$ cat config.mk
export PLATFORM = sky130hd
export DESIGN_NAME = memarb
export DESIGN_NICKNAME = d
export VERILOG_FILES = /design/src/rtl/memarb.sv
export SDC_FILE = /design/constraint.sdc
export NUM_CORES = 1
export LEC_CHECK = 0
export ABC_AREA = 1
export BUFFER_PORTS_ARGS = -buffer_cell sky130_fd_sc_hd__clkbuf_2
export CAP_MARGIN = 30
export CELL_PAD_IN_SITES_DETAIL_PLACEMENT = 1
export CELL_PAD_IN_SITES_GLOBAL_PLACEMENT = 2
export CORE_MARGIN = 8
export CORE_UTILIZATION = 20
export CTS_CLUSTER_DIAMETER = 50
export DETAILED_ROUTE_END_ITERATION = 12
export MAX_ROUTING_LAYER = met4
export PLACE_DENSITY_LB_ADDON = 0.1
export SETUP_SLACK_MARGIN = 0.05
export SYNTH_ARGS = -nofsm -noshare
export SYNTH_HDL_FRONTEND = slang
export SYNTH_SLANG_ARGS = --single-unit
$ cat constraint.sdc
create_clock -name clk -period 2.1 [get_ports clk]
set_input_delay 0.315 -clock clk [delete_from_list [all_inputs] [get_ports clk]]
set_output_delay 0.315 -clock clk [all_outputs]
set_load 0.01 [all_outputs]
$ cat src/rtl/memarb.sv
// Round-robin arbiter sharing one tsdram command port between NREQ cache-bus requesters.
// Latches the winner's command until cmd_ack and steers read-data strobes back to the reader.
module memarb #(
    parameter int NREQ  = 3,
    parameter int BURST = 4
) (
    input  logic                 clk,
    input  logic                 reset,
    input  logic [2*NREQ-1:0]    req_i,
    input  logic [2*NREQ-1:0]    mask_i,
    input  logic [26*NREQ-1:0]   addr_i,
    input  logic [16*NREQ-1:0]   wdata_i,
    output logic [NREQ-1:0]      ack_o,
    output logic [NREQ-1:0]      dvalid_o,
    output logic [1:0]           cmd_req,
    output logic [1:0]           cmd_mask,
    output logic [25:0]          cmd_addr,
    output logic [15:0]          cmd_din,
    input  logic                 cmd_ack,
    input  logic                 data_valid,
    output logic                 rd_err
);

    localparam int IW = (NREQ > 2) ? 2 : 1;
    localparam int CW = $clog2(BURST + 1);

    typedef enum logic [1:0] {
        S_IDLE = 2'd0,
        S_WAIT = 2'd1,
        S_END  = 2'd2
    } state_t;

    state_t          state;
    logic [IW-1:0]   owner;
    logic [IW-1:0]   last;
    logic [IW-1:0]   rd_owner;
    logic [IW-1:0]   pick;
    logic            found;
    logic            rd_busy;
    logic [CW-1:0]   rd_cnt;
    logic [NREQ-1:0] elig;
    int unsigned     idx;

    // A line read cannot be issued while another read's data is still returning.
    always_comb begin
        elig = '0;
        for (int unsigned k = 0; k < NREQ; k++) begin
            elig[k] = (req_i[2*k +: 2] == 2'b01) ||
                      ((req_i[2*k +: 2] == 2'b10) && !rd_busy);
        end
    end

    always_comb begin
        found = 1'b0;
        pick  = '0;
        idx   = 0;
        for (int unsigned i = 1; i <= NREQ; i++) begin
            idx = (32'(last) + i) % NREQ;
            if (!found && elig[idx]) begin
                found = 1'b1;
                pick  = IW'(idx);
            end
        end
    end

    always_comb begin
        dvalid_o = '0;
        if (data_valid && rd_busy) begin
            dvalid_o[rd_owner] = 1'b1;
        end
    end

    always_ff @(posedge clk or negedge reset) begin
        if (!reset) begin
            state    <= S_IDLE;
            cmd_req  <= '0;
            cmd_mask <= '0;
            cmd_addr <= '0;
            cmd_din  <= '0;
            ack_o    <= '0;
            rd_err   <= 1'b0;
            owner    <= '0;
            last     <= IW'(NREQ - 1);
            rd_owner <= '0;
            rd_busy  <= 1'b0;
            rd_cnt   <= '0;
        end else begin
            if (data_valid) begin
                if (rd_busy) begin
                    rd_cnt <= rd_cnt + 1'b1;
                    if (rd_cnt == CW'(BURST - 1)) begin
                        rd_busy <= 1'b0;
                    end
                end else begin
                    rd_err <= 1'b1;
                end
            end

            // Read tracking on cmd_ack is assigned after the data_valid update so a new read wins.
            case (state)
                S_IDLE: begin
                    if (found) begin
                        cmd_req  <= req_i[2*pick +: 2];
                        cmd_mask <= mask_i[2*pick +: 2];
                        cmd_din  <= wdata_i[16*pick +: 16];
                        if (req_i[2*pick +: 2] == 2'b10) begin
                            cmd_addr <= {addr_i[26*pick+3 +: 23], 3'b000};
                        end else begin
                            cmd_addr <= addr_i[26*pick +: 26];
                        end
                        owner <= pick;
                        last  <= pick;
                        state <= S_WAIT;
                    end
                end
                S_WAIT: begin
                    if (cmd_ack) begin
                        cmd_req      <= '0;
                        ack_o[owner] <= 1'b1;
                        state        <= S_END;
                        if (cmd_req == 2'b10) begin
                            rd_busy  <= 1'b1;
                            rd_owner <= owner;
                            rd_cnt   <= '0;
                        end
                    end
                end
                S_END: begin
                    ack_o <= '0;
                    state <= S_IDLE;
                end
                default: begin
                    ack_o   <= '0;
                    cmd_req <= '0;
                    state   <= S_IDLE;
                end
            endcase
        end
    end

endmodule

==> results of run 1 <==
-- stage by stage --
| stage | util [%] | hold slack (ns) | instances | power, uW |
|---|---|---|---|---|
| global placement | 28.75 | 0.3623 | 963 | 10140 |
| finish | 34.22 | 0.1988 | 1005 | 14580 |
| floorplan | - | 0.01941 | 528 | 6925 |
| global route | 34.22 | 0.1903 | 1005 | 16000 |
| CTS | 33.01 | 0.1816 | 996 | 13820 |
| detailed placement | 28.75 | 0.3640 | 963 | 10290 |
-- worst min-delay path, cell delays in order --
cell and delay [ns]:
sky130_fd_sc_hd__clkbuf_2 0.08, sky130_fd_sc_hd__nand2_1 0.04, sky130_fd_sc_hd__nand3_1 0.06
-- cell families after synthesis --
kind of cell	after synthesis	synth area share (%)
xor+xnor	1	0.2448
flops	61	42.69
simple gates	357	40.66
fa+ha+maj	4	1.399
compound gates	53	8.671
buf+inv	52	6.329
-- power by group through the flow --
| stage | sequential [uW] | combinational (uW) | clock, uW |
|---|---|---|---|
| after floorplan | 2350 | 4570 | 0 |
| after global placement | 2160 | 7980 | 0 |
| after detailed placement | 2180 | 8110 | 0 |
| after global routing | 2240 | 12000 | 1790 |
| after CTS | 2170 | 9910 | 1740 |
| final | 2160 | 10700 | 1680 |
-- cells in the final DEF (no fill, tap or decap), types with 2 or more instances in the layout --
| cell | n |
|---|---|
| sky130_fd_sc_hd__a31oi_1 | 20 |
| sky130_fd_sc_hd__or2_1 | 3 |
| sky130_fd_sc_hd__o21ai_0 | 9 |
| sky130_fd_sc_hd__buf_4 | 30 |
| sky130_fd_sc_hd__clkbuf_16 | 12 |
| sky130_fd_sc_hd__buf_6 | 10 |
| sky130_fd_sc_hd__clkbuf_2 | 193 |
| sky130_fd_sc_hd__inv_2 | 7 |
| sky130_fd_sc_hd__o21ai_1 | 15 |
| sky130_fd_sc_hd__nor2_1 | 58 |
| sky130_fd_sc_hd__inv_4 | 3 |
| sky130_fd_sc_hd__inv_1 | 17 |
| sky130_fd_sc_hd__bufinv_16 | 2 |
| sky130_fd_sc_hd__buf_16 | 2 |
| sky130_fd_sc_hd__nand3_1 | 39 |
| sky130_fd_sc_hd__nor2_4 | 2 |
| sky130_fd_sc_hd__nand3_2 | 15 |
| sky130_fd_sc_hd__a21oi_1 | 3 |
| sky130_fd_sc_hd__nand2_2 | 12 |
| sky130_fd_sc_hd__nand2_4 | 5 |
| sky130_fd_sc_hd__ha_1 | 2 |
| sky130_fd_sc_hd__dfrtp_1 | 59 |
| sky130_fd_sc_hd__ha_4 | 2 |
| sky130_fd_sc_hd__buf_12 | 13 |
| sky130_fd_sc_hd__nor2_2 | 13 |
| sky130_fd_sc_hd__nor3_1 | 2 |
| sky130_fd_sc_hd__nand2_1 | 205 |
| sky130_fd_sc_hd__clkbuf_8 | 3 |
-- final cells by class --
class	count	area, sq um	share of cell area [%]
clock inverter	3	67.56	1.111
timing repair inverter	1	6.256	0.1028
clock buffer	12	266.5	4.381
multi-input combinational	415	2046	33.63
sequential	61	1529	25.13
timing repair buffer	255	1757	28.88
antenna	1	2.502	0.04114
tap	229	286.5	4.710
inverter	28	122.6	2.016
-- final timing paths --
| kind | from | to | cells past startpoint |
|---|---|---|---|
| worst max-delay path | last[1] | cmd_addr[5] | 14 |
| worst min-delay path | addr_i[63] | cmd_addr[11] | 3 |
| worst max register to register | last[1] | cmd_addr[5] | 14 |
| worst min register to register | rd_err | rd_err | 1 |
| max in group asynchronous | reset | cmd_din[7] | 3 |
| min in group asynchronous | reset | cmd_addr[24] | 2 |
-- metal layers --
layer | track usage (%) | vias up
met1 | 17.30 | 2052
met2 | 25.99 | 107
met4 | 4.848 | 0
met3 | 4.536 | 15
met5 | - | -
li1 | - | 2176
-- what timing repair did --
| action | 4_1_cts | 5_1_grt |
|---|---|---|
| hold endpoints to repair | 3 | 0 |
| endpoints found under the setup margin | 48 | 50 |
| gates cloned | 4 | 3 |
| pin swaps | 4 | 9 |
| setup buffers | 13 | 5 |
| hold buffers | 1 | 0 |
| resized for setup | 60 | 31 |
-- sequential cells by signal (all words and copies together) (netlist names) --
register	count
cmd_addr	26
cmd_din	16
ack_o	3
rd_cnt	3
cmd_mask	2
cmd_req	2
owner	2
rd_owner	2
state	2
last	1
rd_busy	1
rd_err	1
==> results.md, run 1 <==
* Violations in the final reports: negative setup slack
* Post-synthesis sequential area ratio at 42.69%
* Power per cell area at 2396 nW/um^2
* Detailed-route DRC error count at 0
* Vias in the first global route at 4872
* Least-Margin Pin Slew at 0.6159 ns
* Highest clock frequency the design can meet at roughly 460 MHz
* Floorplan die height at 149.8 microns
* Cell with the largest stage delay on the worst path: sky130_fd_sc_hd__dfstp_2
* Most numerous cell in the Yosys netlist: sky130_fd_sc_hd__nand2_1
* Average cell area after synthesis at 6.777 sq um
* Required arrival time at the worst endpoint at 2.31 ns
* Cell with the most instances on the worst path: sky130_fd_sc_hd__nand3_2
* Detail-routed net length per standard cell at 16.65 microns
* Via-per-instance ratio at 4.328
* Peak supply drop at 836.8 uV
* Pins Over Slew Limit at 0
* Count of routing violations after the opening detailed-route iteration at 163
* Unrepaired setup endpoints after global routing: yes
* Routed wire length on met3 at 1.004 mm
* Number of flip-flops and latches in the synthesized netlist at 61
* Final critical-path setup slack at -0.05847 ns
* Proportion of synthesized flip-flops having asynchronous set or reset at 100.0%
* Critical path's top delay family: simple AND/OR/NAND/NOR gates
* Total wirelength of the detailed-routed design at 16.74 mm
* Library cells used by synthesis at 27
* Cell internal pwr at 7928 uW
* Final std cell area, no fill at 6083 sq um
* Syn-to-layout area delta at 70.00%
* Startpoint Class: register
* Standard-cell rows at 49
* Wire length of the first global-routing pass at 26.04 mm
* Post-route setup TNS at -0.9965 ns
* Final number of hold-violating endpoints at 0
* Top Ports at 195
* Fraction of post-synthesis cell area in the top cell type by area at around two fifths
* Part of the cycle the worst path needs at 102.8%
* Setup crit end kind: register
* Number of port buffers at 194
* Proportion of layout cells with a drive suffix above 1 at 43.48%
* RePlAce Congestion at 0.8186
* Syn. warnings at 0
* Clock transition at path regs at 0.06 ns
* Most used standard cells in the synthesized netlist: 217 x sky130_fd_sc_hd__nand2_1, 72 x sky130_fd_sc_hd__nor2_1, 60 x sky130_fd_sc_hd__dfrtp_1
* Initial core utilization at 20.13%
* Relative slew slack at 58.94%
* Worst slack at placement at -0.1336 ns
* Number of buffers inserted during clock tree synthesis at 9
* GRT Overall Usage at 15.43%
* Clock network fraction of total power at 11.5%
* Number of endpoints failing setup at the final stage at 38
* Post-layout min period at about 2.2 ns
* Cell Area, Placed at 5112 sq um
* Register-to-register setup slack at -0.06 ns
* Max-cap violation count at 0
* Final Skew at between 0.008 and 0.009 ns
* Die width at between 100 and 150 microns
* WP data arrival at 2.37 ns
* Total via count after detailed routing at 4350
* Post-synth design cell area at 3578 sq um
* Routed met1 length at 7.131 mm
* Combinational Power Share at 73.7%
* Total number of nets in the final design at 917
* Placeable core area at about 18000 sq um
* Cells along the critical path: ha_4, inv_6, nand3_2, nand3_2, nand2_2, nor2_4, nand3_4, nand2_8, inv_8, clkbuf_16, nor2_2, nor2_1, o21ai_1, nand3_1
* Filler Cell Count at roughly 2200
* GR Overflow Total at 0
* CTS tree: done
* Worst min-delay path category: in -> reg
* Met2 routed wirelength at 8.390 mm
* Share of total power consumed by net switching at between 40 and 50%
* Seq pwr share at 14.8%
* Clock Tree Root: sky130_fd_sc_hd__clkbuf_16
* Run status: complete, but fails checks
* Synth area leader: sky130_fd_sc_hd__dfrtp_1
* Length of the first detailed-routing pass in iterations at 4
* Post-DRT Antenna Nets at 0
* Total Die Area at ~22000 sq um
* Sw Pwr at 6649 uW
* Maximum buffer depth of the clock tree at 2
* Delay contributed by the slowest stage of the critical path at 0.56 ns
* Critical-path maximum fanout at 9
* Count of flip-flops with a built-in enable after synthesis at 0
* CTS sink cnt at 61
* Number of buffers and inverters on the critical path at 3
* Static power due to leakage at 0.003260 uW
* Synthesized Nets at between 600 and 700
* Cells after synthesis at around 530
* Maximum number of pins on one net before global-route repair at 39
* Post-DP HPWL at about 13 mm
* Clock H-tree levels at 3
* Clock Latency Late Sink at 0.34 ns
* Synth Flop Type: sky130_fd_sc_hd__dfrtp_1
* Top cells by area, synth: sky130_fd_sc_hd__dfrtp_1 42%, sky130_fd_sc_hd__nand2_1 23%, sky130_fd_sc_hd__nor2_1 7.6%
* Number of antenna violations at the first check in global routing at 1
* Top layer used by detailed routing: met4
* Crit Path Category: reg -> reg
No activity file was read; power rests on OpenSTA's default activity.
==> run 2, diff against run 1 <==
Settings changed: CORE_ASPECT_RATIO set to 1.25.
==> run 2 against run 1 <==
Effect of this change:
- the flow still finishes with violations (negative setup slack)
- non-clock buffer count decreased by 18
- global-route usage is 0.43 points lower
- total power down 12%
- clock power down 12%
- register-to-register slack improved by 0.02 ns
- critical path type unchanged
- critical endpoint is now cmd_addr[0]
==> results.md, run 2 (synthesis results as in run 1) <==
* Crit Path Category: reg -> reg (unchanged)
* Delay contributed by the slowest stage of the critical path at 0.55 ns (was 0.56 ns)
* Maximum buffer depth of the clock tree at 2 (unchanged)
* Violations in the final reports: negative setup slack (unchanged)
* Final Skew at 0.006365 ns (was 0.008785 ns)
* Startpoint Class: register (unchanged)
* Final std cells w/o fill at 981 (was 1005)
* Post-DRT Antenna Nets at 0 (unchanged)
* Count of routing violations after the opening detailed-route iteration at 123 (was 163)
* Most frequent cells in the layout: 209 x sky130_fd_sc_hd__nand2_1, 193 x sky130_fd_sc_hd__clkbuf_2, 65 x sky130_fd_sc_hd__nor2_1 (was 205 x sky130_fd_sc_hd__nand2_1, 193 x sky130_fd_sc_hd__clkbuf_2, 59 x sky130_fd_sc_hd__dfrtp_1)
* Power per cell area at 2243 nW/um^2 (was 2396 nW/um^2)
* Syn-to-layout area delta at 59.23% (was 70.00%)
* Post-layout min period at 2.136 ns (was 2.158 ns)
* Total Die Area at 22460 sq um (was 22430 sq um)
* Required arrival time at the worst endpoint at 2.37 ns (was 2.31 ns)
* Final critical-path setup slack at -0.03607 ns (was -0.05847 ns)
* Unrepaired setup endpoints after global routing: yes (unchanged)
* Cell with the largest stage delay on the worst path: sky130_fd_sc_hd__dfstp_2 (unchanged)
* Peak supply drop at 912.4 uV (was 836.8 uV)
* Clock transition at path regs at 0.05 ns (was 0.06 ns)
* Detailed-route DRC error count at 0 (unchanged)
* # hold bufs at CTS at 0 (was 1)
* Depth of the critical timing path with buffers and inverters included at 16 (was 14)
* Number of endpoints failing setup at the final stage at 17 (was 38)
* Standard-cell rows at 54 (was 49)
* Static power due to leakage at 0.003088 uW (was 0.003260 uW)
* Cell count after placement at 954 (was 963)
* Initial core utilization at 20.45% (was 20.13%)
* Run status: complete, but fails checks (unchanged)
* Most common library cell in the layout ignoring fill and taps: sky130_fd_sc_hd__nand2_1 (unchanged)
* Top Ports at 195 (unchanged)
* CTS sink cnt at 61 (unchanged)
* Number of buffers inserted during clock tree synthesis at 9 (unchanged)
* Max-cap violation count at 0 (unchanged)
* Post-DP HPWL at 12.94 mm (was 12.64 mm)
* Total wirelength of the detailed-routed design at 16.48 mm (was 16.74 mm)
* Via-per-instance ratio at 4.366 (was 4.328)
* Post-route setup TNS at -0.2017 ns (was -0.9965 ns)
* Maximum number of pins on one net before global-route repair at 62 (was 39)
* Most flops, register: cmd_addr (unchanged)
* Vias in the first global route at 4851 (was 4872)
* Die width at 135.6 microns (was 149.8 microns)
* Number of cells on the worst reg-to-reg path at 16 (was 14)
* Setup crit end kind: register (unchanged)
* Worst min-delay path category: in -> async (was in -> reg)
* Highest clock frequency the design can meet at 468.1 MHz (was 463.3 MHz)
* Minimum hold slack at 0.005732 ns (was 0.1988 ns)
* Clock H-tree levels at 3 (unchanged)
* Relative slew slack at 74.88% (was 58.94%)
* Wire length of the first global-routing pass at 25.31 mm (was 26.04 mm)
* CTS tree: done (unchanged)
* GR Overflow Total at 0 (unchanged)
* Clock Latency Late Sink at 0.33 ns (was 0.34 ns)
* Max FFs per register at 26 (unchanged)
* Number of antenna violations at the first check in global routing at 1 (unchanged)
* Final number of hold-violating endpoints at 0 (unchanged)
* Clock Tree Root: sky130_fd_sc_hd__clkbuf_16 (unchanged)
* Part of the cycle the worst path needs at 101.7% (was 102.8%)
* Pins Over Slew Limit at 0 (unchanged)
* Placeable core area at 17500 sq um (was 17780 sq um)
* Total number of nets in the final design at 898 (was 917)
* Number of buffers and inverters on the critical path at 3 (unchanged)
* Cells along the critical path: ha_4, inv_4, nand3_2, nand3_2, nand2_2, nor2_4, nand3_2, nand2_4, buf_6, buf_12, nor2_1, nor2_1, nand2_1, nand2_1, nand2_1, nand2_1 (was ha_4, inv_6, nand3_2, nand3_2, nand2_2, nor2_4, nand3_4, nand2_8, inv_8, clkbuf_16, nor2_2, nor2_1, o21ai_1, nand3_1)
* Proportion of layout cells with a drive suffix above 1 at 40.34% (was 43.48%)
* Total via count after detailed routing at 4283 (was 4350)
* WP data arrival at 2.40 ns (was 2.37 ns)
* Critical path's top delay family: simple AND/OR/NAND/NOR gates (unchanged)
* Cell Area, Placed at 5064 sq um (was 5112 sq um)
* Least-Margin Pin Slew at 0.3729 ns (was 0.6159 ns)
* Cell with the most instances on the worst path: sky130_fd_sc_hd__nand2_1 (was sky130_fd_sc_hd__nand3_2)
* Detail-routed net length per standard cell at 16.80 microns (was 16.65 microns)
* Floorplan die height at 165.6 microns (was 149.8 microns)
* RePlAce Congestion at 0.7829 (was 0.8186)
* Number of port buffers at 194 (unchanged)
* Length of the first detailed-routing pass in iterations at 4 (unchanged)
* Critical-path maximum fanout at 9 (unchanged)
* GRT Overall Usage at 15.00% (was 15.43%)
* Final core utilization at 32.56% (was 34.22%)
* Regs by FF count: cmd_addr (26), cmd_din (16) (unchanged)
* Final std cell area, no fill at 5698 sq um (was 6083 sq um)
-- run 2: cell types whose count changed in the layout (fill, tap and decap cells not counted), sizes merged --
cell	delta
bufinv	-1
clkbuf	-3
clkinvlp	-1
inv	-1
dlygate4sd3	-1
buf	-14
clkinv	+3
bufbuf	-1
-- run 2: worst paths after layout --
path                                 start     endpoint  slack, ns
min in group clk                addr_i[57]  cmd_addr[5]       0.19
worst min-delay path                 reset       rd_err      0.006
worst min register to register      rd_err       rd_err       0.46
worst max-delay path               last[1]  cmd_addr[0]      -0.04
worst max register to register     last[1]  cmd_addr[0]      -0.04
max in group asynchronous            reset      last[1]       1.79
-- run 2: per-layer routing --
layer / GRT usage [%] / wire [microns] / up-vias / share of wire [%]
met2: 26.50 / 8921 / 107 / 54
met3: 3.632 / 871 / 15 / 5.3
met1: 15.73 / 6398 / 2025 / 39
met4: 6.019 / 286 / 0 / 1.7
met5: - / 0 / - / 0
li1: - / - / 2136 / -
-- run 2: worst reg2reg max path, delay by kind of cell (launching register included) --
kind	cells	cell delay [ns]
fa+ha+maj	1	0.23
buf+inv	3	0.33
flops	1	0.55
simple gates	12	0.99
-- run 2: final cells by class --
| class | instances | area, sq um |
|---|---|---|
| sequential | 61 | 1528 |
| multi-input combinational | 415 | 2003 |
| fill | 2229 | 11800 |
| antenna | 1 | 2.502 |
| tap | 224 | 280.3 |
| clock inverter | 4 | 48.80 |
| inverter | 28 | 115.1 |
| timing repair buffer | 237 | 1478 |
| clock buffer | 11 | 242.7 |
-- run 2: timing repair --
item / 4_1_cts / 5_1_grt
resized for setup: 31 / 30
buffers inserted: 5 / 4
pin swaps: 14 / 15
gates cloned: 1 / 1
endpoints found under the setup margin: 47 / 48
-- run 2: where the power goes --
part           internal [uW]  total (uW)  switching [uW]
registers               1820        2170             344
clock network            942        1480             534
logic                   3880        9140            5260
-- run 2: per-stage QoR --
stage                     total power (uW)  setup WS [ns]
after floorplan                       6925        0.01914
final                                12780       -0.03607
after CTS                            12530       -0.03788
after global placement               10000       -0.06309
after detailed placement             10190        -0.1003
after global routing                 14170        -0.1919
==> run 3, diff against run 2 <==
Settings changed: CELL_PAD_IN_SITES_GLOBAL_PLACEMENT 2 to 1, CORE_UTILIZATION 20 to 32.
Clock period 2.1 ns to 2.8 ns, I/O delays scaled along.
==> run 3 against run 2 <==
Effect of this change:
- the flow now finishes without violations
- non-clock buffer count decreased by 32
- register-to-register slack gained 0.34 ns
- first-iteration DRC count rose by 15%
- worst setup slack improved by 0.34 ns
- hold slack improved by 0.086 ns
- flip-flop and latch count unchanged
- total power fell by 37%
- critical endpoint is now cmd_addr[23]
==> results.md, run 3 (synthesis results as in run 1) <==
* Clock network fraction of total power at 12.8% (was 11.5%)
* Placeable core area at 11030 sq um (was 17500 sq um)
* WP data arrival at 2.70 ns (was 2.40 ns)
* Crit Path Category: reg -> reg (unchanged)
* Maximum buffer depth of the clock tree at 2 (unchanged)
* Combinational Power Share at 67.0% (was 71.5%)
* Number of antenna violations at the first check in global routing at 0 (was 1)
* Top Ports at 195 (unchanged)
* Number of port buffers at 194 (unchanged)
* Number of cells on the worst reg-to-reg path at 15 (was 16)
* Proportion of layout cells with a drive suffix above 1 at 32.97% (was 40.34%)
* Length of the first detailed-routing pass in iterations at 5 (was 4)
* Filler Cell Count at 1473 (was 2229)
* Critical path's top delay family: simple AND/OR/NAND/NOR gates (unchanged)
* Depth of the critical timing path with buffers and inverters included at 15 (was 16)
* Run status: completed (was complete, but fails checks)
* Most frequent cells in the layout: 217 x sky130_fd_sc_hd__nand2_1, 193 x sky130_fd_sc_hd__clkbuf_2, 71 x sky130_fd_sc_hd__nor2_1 (was 209 x sky130_fd_sc_hd__nand2_1, 193 x sky130_fd_sc_hd__clkbuf_2, 65 x sky130_fd_sc_hd__nor2_1)
* Static power due to leakage at 0.002844 uW (was 0.003088 uW)
* Register-to-register setup slack at 0.31 ns (was -0.04 ns)
* Post-DRT Antenna Nets at 0 (unchanged)
* Startpoint Class: register (unchanged)
* Initial core utilization at 32.44% (was 20.45%)
* Final number of hold-violating endpoints at 0 (unchanged)
* Max FFs per register at 26 (unchanged)
* Regs by FF count: cmd_addr (26), cmd_din (16) (unchanged)
* Total via count after detailed routing at 4163 (was 4283)
* Relative slew slack at 70.83% (was 74.88%)
* Cell with the most instances on the worst path: sky130_fd_sc_hd__nand2_1 (unchanged)
* Most common library cell in the layout ignoring fill and taps: sky130_fd_sc_hd__nand2_1 (unchanged)
* Detail-routed net length per standard cell at 16.50 microns (was 16.80 microns)
* Cells along the critical path: inv_1, ha_2, inv_2, nand3_1, nand3_1, nand2_1, nor2_2, nand2_1, nand2_1, inv_2, nand2_4, buf_4, nand2_1, nand2_1, nand2_1 (was ha_4, inv_4, nand3_2, nand3_2, nand2_2, nor2_4, nand3_2, nand2_4, buf_6, buf_12, nor2_1, nor2_1, nand2_1, nand2_1, nand2_1, nand2_1)
* Part of the cycle the worst path needs at 89.00% (was 101.7%)
* Required arrival time at the worst endpoint at 3.01 ns (was 2.37 ns)
* Total Die Area at 14840 sq um (was 22460 sq um)
* Cell count after placement at 842 (was 954)
* Crit path launch: owner[0] (was last[1])
* Cell Area, Placed at 4700 sq um (was 5064 sq um)
* Via-per-instance ratio at 4.841 (was 4.366)
* Post-DP HPWL at 11.01 mm (was 12.94 mm)
* Minimum hold slack at 0.09137 ns (was 0.005732 ns)
* Cell internal pwr at 3902 uW (was 6647 uW)
* Delay contributed by the slowest stage of the critical path at 0.40 ns (was 0.55 ns)
* Total number of nets in the final design at 866 (was 898)
* Antenna diode count at 0 (was 1)
* Least-Margin Pin Slew at 0.4376 ns (was 0.3729 ns)
* CTS tree: done (unchanged)
* Worst min-delay path category: in -> async (unchanged)
* Max-cap violation count at 0 (unchanged)
* Maximum number of pins on one net before global-route repair at 62 (unchanged)
* Number of endpoints failing setup at the final stage at 0 (was 17)
* GRT Overall Usage at 19.63% (was 15.00%)
* Die width at 110.6 microns (was 135.6 microns)
* Cell with the largest stage delay on the worst path: sky130_fd_sc_hd__dfrtp_1 (was sky130_fd_sc_hd__dfstp_2)
* Post-layout total power at 8038 uW (was 12780 uW)
* Setup crit end kind: register (unchanged)
* Clock Latency Late Sink at 0.33 ns (about the same)
* Seq pwr share at 20.3% (was 17.0%)
* Post-layout min period at 2.492 ns (was 2.136 ns)
* Pins Over Slew Limit at 0 (unchanged)
* Number of buffers and inverters on the critical path at 4 (was 3)
* Vias in the first global route at 4703 (was 4851)
* FF-to-FF End: cmd_addr[23] (was cmd_addr[0])
* Number of buffers inserted during clock tree synthesis at 9 (unchanged)
* Share of total power consumed by net switching at 51.45% (was 47.99%)
* Final Skew at 0.007561 ns (was 0.006365 ns)
* Count of routing violations after the opening detailed-route iteration at 142 (was 123)
* Most flops, register: cmd_addr (unchanged)
* Syn-to-layout area delta at 41.15% (was 59.23%)
* Total wirelength of the detailed-routed design at 14.19 mm (was 16.48 mm)
* GR Overflow Total at 0 (unchanged)
* Final std cells w/o fill at 860 (was 981)
* Standard-cell rows at 43 (was 54)
* Final critical-path setup slack at 0.3079 ns (was -0.03607 ns)
* Sw Pwr at 4135 uW (was 6135 uW)
* Unrepaired setup endpoints after global routing: no (was yes)
* Clock H-tree levels at 3 (unchanged)
* Final std cell area, no fill at 5051 sq um (was 5698 sq um)
* Floorplan die height at 134.2 microns (was 165.6 microns)
* Worst setup path endpoint: cmd_addr[23] (was cmd_addr[0])
* Clock Tree Root: sky130_fd_sc_hd__clkbuf_16 (unchanged)
* Power per cell area at 1591 nW/um^2 (was 2243 nW/um^2)
* Wire length of the first global-routing pass at 23.09 mm (was 25.31 mm)
* CTS sink cnt at 61 (unchanged)
* Peak supply drop at 765.1 uV (was 912.4 uV)
* Highest clock frequency the design can meet at 401.3 MHz (was 468.1 MHz)
* Critical-path maximum fanout at 23 (was 9)
* Detailed-route DRC error count at 0 (unchanged)
* Clock transition at path regs at 0.06 ns (was 0.05 ns)
* RePlAce Congestion at 0.8575 (was 0.7829)
* Crit Reg-Reg Startpoint: owner[0] (was last[1])
* Worst slack at placement at -0.003579 ns (was -0.1003 ns)
==> run 3: cell types whose count changed in the layout (fill, tap and decap cells not counted), sizes merged <==
| cell | before | now |
|---|---|---|
| bufinv | 1 | 0 |
| clkbuf | 205 | 206 |
| clkinvlp | 0 | 1 |
| buf | 43 | 11 |
| diode | 1 | 0 |
==> run 3: worst min path at each step <==
stage / end / cells after the start
2_1_floorplan: ack_o[0] / 0
3_3_place_gp: rd_err / 1
3_5_place_dp: rd_err / 1
4_1_cts: cmd_din[1] / 2
5_1_grt: cmd_din[1] / 2
6_report: cmd_din[1] / 2
==> run 3: cell type report <==
cell class / instances / area (sq um) / share of cell area [%]
repair buffers: 205 / 1116 / 22.10
inverters: 28 / 115.1 / 2.279
flip-flops and latches: 61 / 1528 / 30.25
well taps: 135 / 168.9 / 3.344
clock inverters: 4 / 22.52 / 0.4459
multi-input cells: 415 / 1844 / 36.51
clock buffers: 12 / 256.5 / 5.078
==> run 3: metal layers <==
metal  share of wire, %  global-route usage, %  wire length, microns  vias to the layer above
li1                   -                      -                     -                     2069
met1                 42                  20.98                  5913                     1954
met2                 53                  35.17                  7471                      117
met3                3.3                  2.994                   465                       23
met4                2.4                  8.653                   338                        0
met5                  0                      -                     0                        -
==> run 3: through the flow <==
| step | setup TNS [ns] | utilization (%) |
|---|---|---|
| 6_report | 0 | 45.80 |
| 5_1_grt | 0 | 45.80 |
| 4_1_cts | 0 | 45.21 |
| 3_5_place_dp | -0.003773 | 42.61 |
| 3_3_place_gp | 0 | 42.47 |
| 2_1_floorplan | 0 | - |
==> run 3: repair_timing <==
action,CTS,global route
gates cloned,0,1
hold buffers,0,0
pin swaps,0,1
hold endpoints to repair,0,0
setup endpoints to repair,10,29
resized for setup,2,11
setup buffers,0,1
==> run 3: worst reg2reg max path: stages (launching register included) <==
cell	delay, ns
sky130_fd_sc_hd__dfrtp_1	0.40
sky130_fd_sc_hd__inv_1	0.15
sky130_fd_sc_hd__ha_2	0.34
sky130_fd_sc_hd__inv_2	0.12
sky130_fd_sc_hd__nand3_1	0.08
sky130_fd_sc_hd__nand3_1	0.07
sky130_fd_sc_hd__nand2_1	0.08
sky130_fd_sc_hd__nor2_2	0.17
sky130_fd_sc_hd__nand2_1	0.07
sky130_fd_sc_hd__nand2_1	0.18
sky130_fd_sc_hd__inv_2	0.08
sky130_fd_sc_hd__nand2_4	0.25
sky130_fd_sc_hd__buf_4	0.21
sky130_fd_sc_hd__nand2_1	0.06
sky130_fd_sc_hd__nand2_1	0.07
sky130_fd_sc_hd__nand2_1	0.06
==> run 3: power groups by stage <==
stage                     Sequential (uW)  Combinational (uW)  Clock [uW]
after global routing                 1690                6140        1080
after floorplan                      1760                3380           0
final                                1630                5380        1030
after detailed placement             1630                5170           0
after CTS                            1630                5200        1050
after global placement               1620                4940           0
